[config.mk]
export PLATFORM = sky130hd
export DESIGN_NAME = fetch_unit_flat
export DESIGN_NICKNAME = d
export VERILOG_FILES = /design/src/rtl/fetch_unit_if.sv /design/src/rtl/fetch_unit.sv /design/src/flat_wrapper.sv
export SDC_FILE = /design/constraint.sdc
export NUM_CORES = 1
export LEC_CHECK = 0
export ABC_AREA = 1
export BUFFER_PORTS_ARGS = -buffer_cell sky130_fd_sc_hd__buf_4
export CORE_ASPECT_RATIO = 0.75
export CORE_MARGIN = 10
export CORE_UTILIZATION = 40
export CTS_CLUSTER_DIAMETER = 60
export CTS_CLUSTER_SIZE = 28
export DETAILED_ROUTE_END_ITERATION = 10
export PLACE_DENSITY = 0.55
export SLEW_MARGIN = 20
export SYNTH_ARGS = -nofsm -noshare
export SYNTH_HDL_FRONTEND = slang
export SYNTH_SLANG_ARGS = --single-unit
export TNS_END_PERCENT = 10
[constraint.sdc]
create_clock -name clock -period 9.99 [get_ports clock]
set_input_delay 2.4975 -clock clock [delete_from_list [all_inputs] [get_ports clock]]
set_output_delay 2.4975 -clock clock [all_outputs]
set_load 0.03 [all_outputs]
[src/rtl/fetch_unit_if.sv]
`default_nettype none
// ============================================================================
//  Module      : fetch_unit_if
//  Description : Instruction-memory request/ack bus, fetched-instruction
//                valid/ready bus and branch-redirect inputs of the fetch stage.
//                master = fetch stage side, slave = memory/consumer side.
//  Revision    : 1.0  initial release
// ============================================================================
interface fetch_unit_if #(
    parameter int ADDR_WIDTH    = 64,
    parameter int INSTR_WIDTH   = 32,
    parameter int ROM_ADDR_BITS = 16
);
    // instruction memory side
    logic                     rom_req;
    logic [ROM_ADDR_BITS-1:0] rom_addr;
    logic                     rom_ack;
    logic [INSTR_WIDTH-1:0]   rom_data;

    // consumer side
    logic                     instr_valid;
    logic                     instr_ready;
    logic [INSTR_WIDTH-1:0]   instr;
    logic [ADDR_WIDTH-1:0]    instr_pc;
    logic [ADDR_WIDTH-1:0]    instr_pc4;

    // branch redirect
    logic                     redirect_valid;
    logic [ADDR_WIDTH-1:0]    redirect_pc;

    modport master (
        output rom_req,
        output rom_addr,
        input  rom_ack,
        input  rom_data,
        output instr_valid,
        input  instr_ready,
        output instr,
        output instr_pc,
        output instr_pc4,
        input  redirect_valid,
        input  redirect_pc
    );

    modport slave (
        input  rom_req,
        input  rom_addr,
        output rom_ack,
        output rom_data,
        input  instr_valid,
        output instr_ready,
        input  instr,
        input  instr_pc,
        input  instr_pc4,
        output redirect_valid,
        output redirect_pc
    );
endinterface
`default_nettype wire

[src/rtl/fetch_unit.sv]
`default_nettype none
// ============================================================================
//  Module      : fetch_unit
//  Description : Instruction-fetch stage. Owns the fetch PC, issues word
//                fetches over a req/ack handshake to a variable-latency
//                instruction memory, buffers {instr, pc} in a prefetch FIFO
//                and hands them out over valid/ready. Branch redirects flush
//                the FIFO and restart fetching at the (word-aligned) target.
//  Revision    : 1.0  initial release
// ============================================================================
module fetch_unit #(
    parameter int                    ADDR_WIDTH    = 64,
    parameter int                    INSTR_WIDTH   = 32,
    parameter int                    ROM_ADDR_BITS = 16,   // needs ADDR_WIDTH >= ROM_ADDR_BITS + 2
    parameter int                    FIFO_DEPTH    = 4,    // power of two, >= 2
    parameter logic [ADDR_WIDTH-1:0] RESET_PC      = '0    // bits [1:0] must be 0
) (
    input  logic         clock,
    input  logic         reset,
    fetch_unit_if.master bus
);

    localparam int C_PTR_W = $clog2(FIFO_DEPTH);
    localparam int C_CNT_W = C_PTR_W + 1;

    // occupancy compared one bit wider so count + push never overflows
    localparam logic [C_CNT_W:0] C_DEPTH = (C_CNT_W + 1)'(FIFO_DEPTH);

    // FETCH   : normal operation, acked data is pushed
    // DISCARD : a redirect arrived while a request was outstanding; that
    //           request must still complete but its data is dropped
    localparam logic [0:0] C_FETCH   = 1'b0;
    localparam logic [0:0] C_DISCARD = 1'b1;

    // ------------------------------------------------------------------
    // state
    // ------------------------------------------------------------------
    logic [0:0]               r_state;
    logic [ADDR_WIDTH-1:0]    r_pc;        // PC of the outstanding / next request
    logic                     r_req;
    logic [ROM_ADDR_BITS-1:0] r_addr;

    logic [C_CNT_W-1:0]       r_count;
    logic [C_PTR_W-1:0]       r_wr_ptr;
    logic [C_PTR_W-1:0]       r_rd_ptr;
    logic [INSTR_WIDTH-1:0]   r_instr_mem [FIFO_DEPTH];
    logic [ADDR_WIDTH-1:0]    r_pc_mem    [FIFO_DEPTH];

    // ------------------------------------------------------------------
    // handshake decode
    // ------------------------------------------------------------------
    logic                     w_ack;
    logic                     w_valid;
    logic                     w_pop;
    logic                     w_push;
    logic                     w_redirect;
    logic [ADDR_WIDTH-1:0]    w_target;
    logic [ADDR_WIDTH-1:0]    w_pc_inc;
    logic [C_CNT_W:0]         w_occ;

    assign w_ack      = r_req & bus.rom_ack;
    assign w_valid    = (r_count != '0);
    assign w_pop      = w_valid & bus.instr_ready;
    assign w_redirect = bus.redirect_valid;

    // misaligned redirect targets are silently word-aligned
    assign w_target   = bus.redirect_pc & ~ADDR_WIDTH'(3);
    assign w_pc_inc   = r_pc + ADDR_WIDTH'(4);

    // a redirect drops the data of any ack on the same edge
    assign w_push     = w_ack & (r_state == C_FETCH) & ~w_redirect;

    // occupancy after this edge, used to decide whether to keep fetching
    assign w_occ      = {1'b0, r_count} + (C_CNT_W + 1)'(w_push) - (C_CNT_W + 1)'(w_pop);

    // ------------------------------------------------------------------
    // next-state logic for the fetch controller
    // ------------------------------------------------------------------
    logic [0:0]               w_state_n;
    logic [ADDR_WIDTH-1:0]    w_pc_n;
    logic                     w_req_n;
    logic [ROM_ADDR_BITS-1:0] w_addr_n;

    // Redirect has top priority; an unacked request is never withdrawn or
    // re-addressed, so a redirect during one parks in DISCARD until its ack.
    always_comb begin
        w_state_n = r_state;
        w_pc_n    = r_pc;
        w_req_n   = r_req;
        w_addr_n  = r_addr;

        if (w_redirect) begin
            w_pc_n = w_target;
            if (r_req && !bus.rom_ack) begin
                w_state_n = C_DISCARD;
            end else begin
                // FIFO is empty after the flush, so there is always space
                w_state_n = C_FETCH;
                w_req_n   = 1'b1;
                w_addr_n  = w_target[ROM_ADDR_BITS+1:2];
            end
        end else if (r_state == C_DISCARD) begin
            if (w_ack) begin
                // stale data dropped; FIFO was flushed so the target fetch
                // can be issued right away
                w_state_n = C_FETCH;
                w_req_n   = 1'b1;
                w_addr_n  = r_pc[ROM_ADDR_BITS+1:2];
            end
        end else begin
            if (w_push) begin
                w_pc_n   = w_pc_inc;
                w_addr_n = w_pc_inc[ROM_ADDR_BITS+1:2];
            end else begin
                w_addr_n = r_pc[ROM_ADDR_BITS+1:2];
            end
            // keep an unacked request up; otherwise request only with space
            w_req_n = (r_req && !bus.rom_ack) || (w_occ < C_DEPTH);
        end
    end

    // fetch controller registers; reset abandons any outstanding request
    always_ff @(posedge clock or posedge reset) begin
        if (reset) begin
            r_state <= C_FETCH;
            r_pc    <= RESET_PC;
            r_req   <= 1'b0;
            r_addr  <= RESET_PC[ROM_ADDR_BITS+1:2];
        end else begin
            r_state <= w_state_n;
            r_pc    <= w_pc_n;
            r_req   <= w_req_n;
            r_addr  <= w_addr_n;
        end
    end

    // ------------------------------------------------------------------
    // prefetch FIFO
    // ------------------------------------------------------------------

    // pointers and occupancy; a redirect flushes and wins over push/pop
    always_ff @(posedge clock or posedge reset) begin
        if (reset) begin
            r_count  <= '0;
            r_wr_ptr <= '0;
            r_rd_ptr <= '0;
        end else if (w_redirect) begin
            r_count  <= '0;
            r_wr_ptr <= '0;
            r_rd_ptr <= '0;
        end else begin
            if (w_push) begin
                r_wr_ptr <= r_wr_ptr + C_PTR_W'(1);
            end
            if (w_pop) begin
                r_rd_ptr <= r_rd_ptr + C_PTR_W'(1);
            end
            r_count <= r_count + C_CNT_W'(w_push) - C_CNT_W'(w_pop);
        end
    end

    // entry storage; contents are don't-care until written, so no reset
    always_ff @(posedge clock) begin
        if (w_push) begin
            r_instr_mem[r_wr_ptr] <= bus.rom_data;
            r_pc_mem[r_wr_ptr]    <= r_pc;
        end
    end

    // ------------------------------------------------------------------
    // outputs
    // ------------------------------------------------------------------
    assign bus.rom_req     = r_req;
    assign bus.rom_addr    = r_addr;
    assign bus.instr_valid = w_valid;
    assign bus.instr       = r_instr_mem[r_rd_ptr];
    assign bus.instr_pc    = r_pc_mem[r_rd_ptr];
    assign bus.instr_pc4   = r_pc_mem[r_rd_ptr] + ADDR_WIDTH'(4);

endmodule
`default_nettype wire

[src/flat_wrapper.sv]
// flat-port wrapper written by rule: the top's interface ports become plain ports
module fetch_unit_flat 
#(
    parameter int                    ADDR_WIDTH    = 64,
    parameter int                    INSTR_WIDTH   = 32,
    parameter int                    ROM_ADDR_BITS = 16,                                           
    parameter int                    FIFO_DEPTH    = 4,                         
    parameter logic [ADDR_WIDTH-1:0] RESET_PC      = '0                           
)
  (clock, reset, bus_rom_req, bus_rom_addr, bus_rom_ack, bus_rom_data, bus_instr_valid, bus_instr_ready, bus_instr, bus_instr_pc, bus_instr_pc4, bus_redirect_valid, bus_redirect_pc);
  fetch_unit_if #(.ADDR_WIDTH(ADDR_WIDTH), .INSTR_WIDTH(INSTR_WIDTH), .ROM_ADDR_BITS(ROM_ADDR_BITS)) bus_i ();
  input  logic clock;
  input  logic reset;
  output wire logic [$bits(bus_i.rom_req)-1:0] bus_rom_req;
  output wire logic [$bits(bus_i.rom_addr)-1:0] bus_rom_addr;
  input wire logic [$bits(bus_i.rom_ack)-1:0] bus_rom_ack;
  input wire logic [$bits(bus_i.rom_data)-1:0] bus_rom_data;
  output wire logic [$bits(bus_i.instr_valid)-1:0] bus_instr_valid;
  input wire logic [$bits(bus_i.instr_ready)-1:0] bus_instr_ready;
  output wire logic [$bits(bus_i.instr)-1:0] bus_instr;
  output wire logic [$bits(bus_i.instr_pc)-1:0] bus_instr_pc;
  output wire logic [$bits(bus_i.instr_pc4)-1:0] bus_instr_pc4;
  input wire logic [$bits(bus_i.redirect_valid)-1:0] bus_redirect_valid;
  input wire logic [$bits(bus_i.redirect_pc)-1:0] bus_redirect_pc;
  assign bus_rom_req = bus_i.rom_req;
  assign bus_rom_addr = bus_i.rom_addr;
  assign bus_i.rom_ack = bus_rom_ack;
  assign bus_i.rom_data = bus_rom_data;
  assign bus_instr_valid = bus_i.instr_valid;
  assign bus_i.instr_ready = bus_instr_ready;
  assign bus_instr = bus_i.instr;
  assign bus_instr_pc = bus_i.instr_pc;
  assign bus_instr_pc4 = bus_i.instr_pc4;
  assign bus_i.redirect_valid = bus_redirect_valid;
  assign bus_i.redirect_pc = bus_redirect_pc;
  fetch_unit #(.ADDR_WIDTH(ADDR_WIDTH), .INSTR_WIDTH(INSTR_WIDTH), .ROM_ADDR_BITS(ROM_ADDR_BITS), .FIFO_DEPTH(FIFO_DEPTH), .RESET_PC(RESET_PC)) u_core (.clock(clock), .reset(reset), .bus(bus_i));
endmodule
Yosys cells after proc, flatten, opt, wreduce, memory -nomap -nowiden
Memory sizes are Yosys's and may differ from the RTL's.
Index checks and enable logic that the tools add are counted.

cells by class
  equal/unequal tests = 3
  mux-type cells = 23
  order comparisons = 1
  reductions and logical operators = 8
  add/sub/neg operators = 8
  bitwise gates (word level) = 6

operators with widths
  operator               count
  $mux 64                3
  $add 64x3->64 const B  2
  $mux 16                5
  $mux 1                 10
  $mux 2                 4
  $add 2x1->2 const B    2
  $add 3x1->4            1
  $and 1x1->1            4
  $lt 4x3->1 const B     1
  $ne 2x2->1 const B     2
  $reduce_and 2->1       2
  $reduce_bool 2->1      2
  $sub 4x1->4            1
  $add 3x1->3            1
  $mux 3                 1
  $ne 3x3->1 const B     1
  $reduce_bool 3->1      1
  $sub 3x1->3            1
  $not 1->1              2
  $logic_and 1x1->1      1
  $logic_not 1->1        1
  $logic_or 1x1->1       1

word-level totals
  word-level logic and storage cells = 58
  output and inout bits = 178
  input bits = 101
  bits in writable memories = 384
  memories kept = 2
  flip-flop bits (word level) = 89

memory list
  memory              depth  bits a word  read ports  clocked after memory_dff  wr ports  line              text
  u_core.r_pc_mem     4      64           1           0                         1         fetch_unit.sv:47  logic [ADDR_WIDTH-1:0] r_pc_mem [FIFO_DEPTH];
  u_core.r_instr_mem  4      32           1           0                         1         fetch_unit.sv:46  logic [INSTR_WIDTH-1:0] r_instr_mem [FIFO_DEPTH];

Longest topological paths before layout
Gate-level depths: netlist of run 1.

  word-level depth = 9
  depth in mapped cells = 16

Worst setup path before layout of run 1
Ideal clock, no wire load.

  kind = input-to-reg
  from = input bus_redirect_valid
  to = memory u_core.r_instr_mem[0][0] (enable)
  data required time = 9.442 ns
  cell stages on the path = 6
  library setup time = 0.548 ns
  path buffers = 2
  data arrival time = 7.449 ns
  path slack = 1.994 ns
  path through = or2_2 nor2_2 inv_1 clkbuf_1 clkbuf_1 nor2_1

between the ends
  word-level cells in the longest chain between the ends = 4

RTL lines
  element                       line                text
  start, declared               flat_wrapper.sv:23  input wire logic [$bits(bus_i.redirect_valid)-1:0] bus_redirect_valid;
  $not 1->1                     fetch_unit.sv:71    assign w_push = w_ack & (r_state == C_FETCH) & ~w_redirect;
  $and 1x1->1                   fetch_unit.sv:71
  $mux 1                        fetch_unit.sv:164   if (w_push) begin
  $mux 1 (not written as such)  fetch_unit.sv:165   r_instr_mem[r_wr_ptr] <= bus.rom_data;
  end, declared                 fetch_unit.sv:46

Every way passes these cells.

Worst setup path after layout of run 1
  from = register u_core.r_rd_ptr[1]
  to = output bus_instr_pc4[34]

between the ends
  word-level cells in the longest chain between the ends = 2

RTL lines
  element                 line                text
  start, declared         fetch_unit.sv:45    logic [C_PTR_W-1:0] r_rd_ptr;
  start signal, assigned  fetch_unit.sv:156   r_rd_ptr <= r_rd_ptr + C_PTR_W'(1);
  $mem_v2 4x64            -
  $add 64x3->64           fetch_unit.sv:178   assign bus.instr_pc4 = r_pc_mem[r_rd_ptr] + ADDR_WIDTH'(4);
  end, declared           flat_wrapper.sv:22  output wire logic [$bits(bus_i.instr_pc4)-1:0] bus_instr_pc4;

Every way passes these cells.

==> results of run 1 <==
cell families (layout without fill, tap and decap cells):
family	count (synthesis)	count (layout)
adder cells (fa/ha/maj)	12	12
buffers and inverters	262	513
AO/OA/AOI/OAI	154	154
XOR/XNOR	75	75
AND/OR/NAND/NOR	1602	1602
other	1	5
flip-flops	463	463
state kept, by name, indices dropped and copies added, names as in the netlist:
register and flops:
u_core.bus.rom_addr 16, u_core.r_pc_mem 248, u_core.r_wr_ptr 2, u_core.r_state 1
u_core.r_count 3, u_core.bus.rom_req 1, u_core.r_rd_ptr 2, u_core.r_pc 62
u_core.r_instr_mem 128
layer usage:
| metal | up-vias | global-route usage | wire [um] |
|---|---|---|---|
| met4 | 0 | 0.0501 | 1790 |
| met1 | 8763 | 0.318 | 35100 |
| met2 | 621 | 0.320 | 31400 |
| met5 | - | 0 | 0 |
| met3 | 84 | 0.0383 | 5620 |
| li1 | 8896 | - | - |
cell usage in the layout, fill, tap and decap left out, types with 2 or more instances in the layout:
cell type  count
inv_16         2
dfrtp_1       85
buf_12         4
o21bai_1       3
inv_6          5
clkinv_4       2
inv_1        166
a22o_1         2
o211ai_1      21
xnor2_1        5
nand3_1      218
a21oi_1        7
o22ai_1       32
nor2_2        30
nor3_1        28
clkbuf_8       2
ha_1          11
o21ai_0       84
o221ai_1       2
clkbuf_1       4
a31oi_1        2
nand2_2       12
dfrtp_4        2
conb_1         4
inv_4          2
xor2_1        70
inv_12         2
nand2_1      971
nor2_4        11
nand4_1       18
or2_2          2
edfxtp_1     376
bufinv_16      2
buf_4        282
nor2_1       307
clkbuf_16     31
clkinv_8       5
per-stage QoR:
| stage | utilization | std cells |
|---|---|---|
| after global placement | 0.454 | 3498 |
| after CTS | 0.473 | 3554 |
| final | 0.473 | 3555 |
| after global routing | 0.473 | 3554 |
| after floorplan | - | 2572 |
| after detailed placement | 0.454 | 3498 |
report_power, final:
part	leakage, nW	switching (mW)	total (mW)	internal (mW)
Clock	0.526	0.718	1.39	0.673
Sequential	4.47	0.250	2.56	2.31
Combinational	5.76	2.07	2.90	0.835
Total	10.8	3.04	6.86	3.82
cell type report:
class / instances / area share
flip-flops and latches: 463 / 0.506
multi-input cells: 1847 / 0.311
repair buffers: 286 / 0.0825
well taps: 731 / 0.0343
clock buffers: 37 / 0.0307
inverters: 171 / 0.0248
clock inverters: 19 / 0.0102
diodes: 1 / 0.0000940
worst min-delay path by stage:
stage	startpoint	endpoint	slack, ns	cells after the start
after floorplan	u_core.r_state	u_core.bus.rom_req	0.48	2
after global placement	u_core.bus.rom_addr[8]	u_core.bus.rom_addr[8]	0.47	2
after detailed placement	u_core.bus.rom_addr[8]	u_core.bus.rom_addr[8]	0.47	2
after CTS	u_core.bus.rom_addr[8]	u_core.bus.rom_addr[8]	0.49	2
after global routing	u_core.bus.rom_addr[11]	u_core.bus.rom_addr[11]	0.52	2
final	u_core.bus.rom_addr[8]	u_core.bus.rom_addr[8]	0.49	2
worst register-to-register path: cells and delay by family (launching register included):
kind	cells	cell delay (ns)
buf+inv	4	1.39
flops	1	0.39
simple gates	3	0.88
==> impl_metrics.env, run 1 <==
export IMPL_critPathLaunch="u_core.r_rd_ptr[1]"
export IMPL_period_share=0.723
export IMPL_critPathCapture="bus_instr_pc4[34]"
export IMPL_synth_most_common_cell="nand2_1"
export IMPL_start_kind="flip-flop"
export IMPL_start_util=0.407
export IMPL_yosys_area_share_simple=0.285
export IMPL_path_cells="inv_4 > buf_4 > nand2_1 > nand2_1 > ha_1 > nand2_1 > nor2_1 > nand2_1 > nor2_1 > nand2_1 > xor2_1 > buf_4"
export IMPL_p_leak_nw=10.8
export IMPL_crit_path_end_kind="output pin"
export IMPL_grt_overflow_total=0
export IMPL_powerDensity_nw_per_um2=258
export IMPL_holdWs_ns=0.489
export IMPL_post_cts_buffers=0
export IMPL_multiInputGateArea_sq_um=8290
export IMPL_clk_latency_ns=0.61
export IMPL_numCtsBuffers=30
export IMPL_clk_pin_slew_worst_paths_ns=0.09
export IMPL_peakVddDrop_mv=0.148
export IMPL_dpl_cell_area_sq_um=25500
export IMPL_grt_pass1_vias=17600
export IMPL_reg2reg_slack_ns=6.90
export IMPL_grt_max_degree=190
export IMPL_vias_per_cell=5.17
export IMPL_ctsHoldBuffers=0
export IMPL_critPathBufInv=3
export IMPL_dieArea_sq_um=67400
export IMPL_yosysTopAreaCellShare=0.493
export IMPL_finClkSkew_ns=0.0208
export IMPL_cts_path_max_buffers=3
export IMPL_fmax_ghz=0.138
export IMPL_syn_to_final_growth_pct=16.2
export IMPL_cp_depth=12
export IMPL_hold_viol_final=0
export IMPL_drtIter0Drc=1622
export IMPL_syn_inst=2569
export IMPL_synth_compound_area_share=0.0389
export IMPL_maxCapViolations=0
export IMPL_r2r_start="u_core.r_state"
export IMPL_cpPeakStageDelay_ns=0.85
export IMPL_gp_congestion=0.948
export IMPL_cts_resized=0
export IMPL_synth_avg_cell_area_sq_um=8.92
export IMPL_synthDistinctLibCells=41
export IMPL_ioPinCount=279
export IMPL_fin_setup_tns_ns=0
export IMPL_fillCellCount=5474
export IMPL_finalSetupViolCount=0
export IMPL_layout_drive_gt1_share=0.141
export IMPL_setup_slack_ns=2.76
export IMPL_cts_root_buf="clkbuf_16"
export IMPL_die_h_um=227
export IMPL_drc_errors=0
export IMPL_dpl_hpwl_mm=53.0
export IMPL_synth_fa_ha_area_frac=0.00688
export IMPL_yosysTopAreaCell="edfxtp_1"
export IMPL_grt_usage=0.214
export IMPL_relSlewSlack=0.306
export IMPL_firstDrtPassIters=5
export IMPL_syn_area_sq_um=22900
export IMPL_ant_nets=0
export IMPL_synth_async_reset_ratio=0.188
export IMPL_yosys_warnings=0
export IMPL_cpMostUsedCell="nand2_1"
export IMPL_layout_nets=2912
export IMPL_rsz0062_at_grt="no"
export IMPL_tritoncts="done"
export IMPL_outcome="finished, final reports clean"
export IMPL_cts_sinks=463
export IMPL_reg2regPathDepth=7
export IMPL_cpLargestDelayFamily="buffers and inverters"
export IMPL_synthFlopType="edfxtp_1"
export IMPL_vias=18400
export IMPL_wl_per_cell_um=20.8
export IMPL_dieWidth_um=296
export IMPL_post_place_ws_ns=3.42
export IMPL_synth_top_family_by_area="simple AND/OR/NAND/NOR gates"
export IMPL_coreArea_sq_um=56300
export IMPL_fin_area_sq_um=26600
export IMPL_cp_slowest_cell="inv_4"
export IMPL_crit_type="flip-flop to output pin"
export IMPL_drv_slew=0
export IMPL_numPortBuffers=272
export IMPL_path_max_fanout=75
export IMPL_yosysSeqAreaShare=0.588
export IMPL_p_total_mw=6.86
export IMPL_synth_edf_count=376
export IMPL_synthTopCellsByArea="edfxtp_1, nand2_1, dfrtp_1, nor2_1, nand3_1"
export IMPL_cts_htree_levels=1
export IMPL_netlist_top_cells_count="nand2_1, edfxtp_1, nor2_1, nand3_1, inv_1"
export IMPL_antenna_found_initial=1
export IMPL_r2r_end="u_core.r_pc_mem[0][50]"
export IMPL_grt_pass1_wl_mm=110
export IMPL_routed_wl_mm=73.8
export IMPL_worst_pin_slew_ns=1.04
export IMPL_std_cell_rows=75
export IMPL_ys_seq_elements=463
export IMPL_crit_arrival_ns=4.73
export IMPL_synth_mux_area_frac=0
export IMPL_seqCellArea_sq_um=13500
export IMPL_worst_endpoint_required_ns=7.49
export IMPL_synth_xor_area_frac=0.0287
export IMPL_fin_crit_ns=7.23
export IMPL_hold_path_class="flip-flop to flip-flop"
Power figures use the tool's default switching activity.
==> run 2: changes to the inputs <==
- ABC_AREA: 1 -> 0
- PLACE_DENSITY: 0.55 -> 0.58
- clock period: 9.99 -> 6.5 ns (I/O delays scaled with it)
==> run 2 against run 1 <==
Against the previous run:
- hold slack lost 0.0041 ns
- clock-buffer cell count decreased by 5
- power increased by 33%
- critical endpoint is now bus_instr_pc4[63]
- first-iteration DRC count decreased by 44%
- synthesized area is 14% lower
- combinational power is 14% higher
- register-to-register slack lost 3.7 ns
- clock power rose by 55%
==> impl_metrics.env, run 2 <==
export IMPL_outcome="finished, final reports clean"
export IMPL_largest_reg_flops=248
export IMPL_drtIter0Drc=901
export IMPL_fin_crit_ns=5.95
export IMPL_synth_edf_count=376
export IMPL_final_cell_mix="edfxtp_1, buf_4, nand2_1"
export IMPL_synth_async_reset_ratio=0.188
export IMPL_gp_congestion=0.786
export IMPL_ant_nets=0
export IMPL_hold_viol_final=0
export IMPL_top_register="u_core.r_pc_mem"
export IMPL_start_kind="flip-flop"
export IMPL_vias_per_cell=5.19
export IMPL_grt_pass1_vias=11500
export IMPL_dpl_hpwl_mm=33.4
export IMPL_holdPathEnd="u_core.bus.rom_addr[0]"
export IMPL_cpLargestDelayFamily="simple AND/OR/NAND/NOR gates"
export IMPL_cts_root_buf="clkbuf_16"
export IMPL_powerDensity_nw_per_um2=389
export IMPL_p_leak_nw=8.20
export IMPL_crit_path_end_kind="output pin"
export IMPL_worst_pin_slew_ns=0.994
export IMPL_setup_slack_ns=0.551
export IMPL_p_total_mw=9.13
export IMPL_cpPeakStageDelay_ns=0.67
export IMPL_worst_endpoint_required_ns=4.88
export IMPL_syn_inst=1205
export IMPL_p_seq_frac=0.403
export IMPL_clk_pin_slew_worst_paths_ns=0.10
export IMPL_cts_path_max_buffers=3
export IMPL_pwr_share_comb=0.362
export IMPL_maxCapViolations=0
export IMPL_dieWidth_um=276
export IMPL_syn_to_final_growth_pct=19.7
export IMPL_hold_path_class="flip-flop to flip-flop"
export IMPL_yosysTopAreaCell="edfxtp_1"
export IMPL_path_cells="buf_12 > buf_4 > mux4_2 > nand4_1 > nor4_1 > nand4_1 > nor4_1 > xor2_1 > buf_4"
export IMPL_synthDistinctLibCells=52
export IMPL_vias=11200
export IMPL_fillCellCount=4261
export IMPL_ys_seq_elements=463
export IMPL_coreArea_sq_um=48600
export IMPL_critPathBufInv=3
export IMPL_grt_usage=0.165
export IMPL_yosysTopAreaCellShare=0.576
export IMPL_post_cts_buffers=0
export IMPL_p_sw_frac=0.373
export IMPL_period_share=0.915
export IMPL_hp_start="u_core.bus.rom_addr[0]"
export IMPL_wl_per_cell_um=22.9
export IMPL_cts_sinks=463
export IMPL_ioPinCount=279
export IMPL_firstDrtPassIters=5
export IMPL_numPortBuffers=272
export IMPL_drc_errors=0
export IMPL_min_path_cells=2
export IMPL_layout_nets=1592
export IMPL_finalSetupViolCount=0
export IMPL_tritoncts="done"
export IMPL_finClkSkew_ns=0.0236
export IMPL_grt_max_degree=72
export IMPL_r2r_end="u_core.r_pc[59]"
export IMPL_layout_commonest_cell="edfxtp_1"
export IMPL_dpl_cell_area_sq_um=22300
export IMPL_cp_depth=9
export IMPL_std_cell_rows=70
export IMPL_reg2reg_slack_ns=3.24
export IMPL_reg2regPathDepth=6
export IMPL_p_int_mw=5.72
export IMPL_holdWs_ns=0.485
export IMPL_reg_top3="u_core.r_pc_mem (248), u_core.r_instr_mem (128), u_core.r_pc (62)"
export IMPL_fin_area_sq_um=23500
export IMPL_routed_wl_mm=49.3
export IMPL_numCtsBuffers=31
export IMPL_crit_type="flip-flop to output pin"
export IMPL_path_max_fanout=48
export IMPL_rsz0062_at_grt="no"
export IMPL_synth_avg_cell_area_sq_um=16.3
export IMPL_antenna_found_initial=1
export IMPL_crit_arrival_ns=4.32
export IMPL_synthTopCellsByArea="edfxtp_1, dfrtp_1, mux4_2, xnor2_1, xor2_1"
export IMPL_pwr_share_clk=0.236
export IMPL_netlist_top_cells_count="edfxtp_1, nand2_1, mux4_2, dfrtp_1, xnor2_1"
export IMPL_ctsHoldBuffers=0
export IMPL_power_switching_mw=3.40
export IMPL_fin_setup_tns_ns=0
export IMPL_synth_most_common_cell="edfxtp_1"
export IMPL_relSlewSlack=0.332
export IMPL_post_place_ws_ns=1.09
export IMPL_syn_area_sq_um=19600
export IMPL_layout_drive_gt1_share=0.322
export IMPL_r2r_start="u_core.bus.rom_req"
export IMPL_clk_latency_ns=0.61
export IMPL_cts_htree_levels=1
export IMPL_start_util=0.403
export IMPL_fmax_ghz=0.168
export IMPL_grt_overflow_total=0
export IMPL_peakVddDrop_mv=0.261
export IMPL_die_h_um=212
export IMPL_synthFlopType="edfxtp_1"
export IMPL_cp_slowest_cell="dfrtp_4"
export IMPL_grt_pass1_wl_mm=73.4
export IMPL_yosysSeqAreaShare=0.687
export IMPL_drv_slew=0
export IMPL_dieArea_sq_um=58400
export IMPL_yosys_warnings=0
export IMPL_cts_resized=0
==> run 2: cell count changes after synthesis, sizes merged, moves of 68 or more <==
cell,delta
mux4,+94
nor2,-313
inv,-139
xnor2,+68
nand2,-866
nand3,-170
==> run 2: metal layers <==
layer	wire length, um	global-route usage
met1	22900	0.242
met3	3150	0.0317
met4	757	0.0284
met2	22400	0.254
met5	0	0
==> run 2: worst max path at each step <==
| stage | startpoint | slack (ns) | endpoint |
|---|---|---|---|
| after floorplan | bus_redirect_valid | 1.61 | u_core.r_instr_mem[0][0] |
| after global placement | u_core.r_rd_ptr[0] | 1.06 | bus_instr_pc4[63] |
| after detailed placement | u_core.r_rd_ptr[0] | 1.09 | bus_instr_pc4[63] |
| after CTS | u_core.r_rd_ptr[0] | 0.43 | bus_instr_pc4[63] |
| after global routing | u_core.r_rd_ptr[0] | 0.24 | bus_instr_pc4[63] |
| final | u_core.r_rd_ptr[0] | 0.55 | bus_instr_pc4[63] |
==> run 2: layout make-up <==
class	instances	area, sq um	area share
clock inverters	25	337	0.0143
multi-input cells	657	5700	0.243
clock buffers	32	779	0.0332
inverters	31	119	0.00507
repair buffers	295	2240	0.0954
well taps	648	811	0.0345
flip-flops and latches	463	13500	0.574
diodes	1	2.50	0.000107
==> run 2: cell families (layout without fill, tap and decap cells) <==
group / Yosys count / in the layout / share of synthesized area
other: 1 / 5 / 0.000191
multiplexers: 112 / 112 / 0.118
XOR/XNOR: 124 / 124 / 0.0554
buffers and inverters: 88 / 383 / 0.0235
flip-flops: 463 / 463 / 0.687
AO/OA/AOI/OAI: 66 / 66 / 0.0180
adder cells (fa/ha/maj): 12 / 12 / 0.00804
AND/OR/NAND/NOR: 339 / 339 / 0.0898
==> run 2: worst reg2reg max path: stages (launching register included) <==
cell      delay [ns]
dfrtp_1         0.49
nand3b_4        0.22
or4_2           0.69
or4_1           0.93
nor4b_2         0.45
xor2_1          0.10
mux2_2          0.27
==> run 2: metrics by stage <==
stage / std cells / utilization
after floorplan: 1208 / -
after global placement: 2094 / 0.460
after detailed placement: 2094 / 0.460
after CTS: 2151 / 0.483
after global routing: 2151 / 0.483
final: 2152 / 0.483
==> run 2: power groups by stage <==
stage | clock network [mW] | logic, mW | registers [mW]
global route | 2.31 | 3.51 | 3.71
global placement | 0 | 3.35 | 3.73
finish | 2.15 | 3.30 | 3.68
floorplan | 0 | 2.14 | 3.75
detailed placement | 0 | 3.36 | 3.74
CTS | 2.20 | 3.37 | 3.68
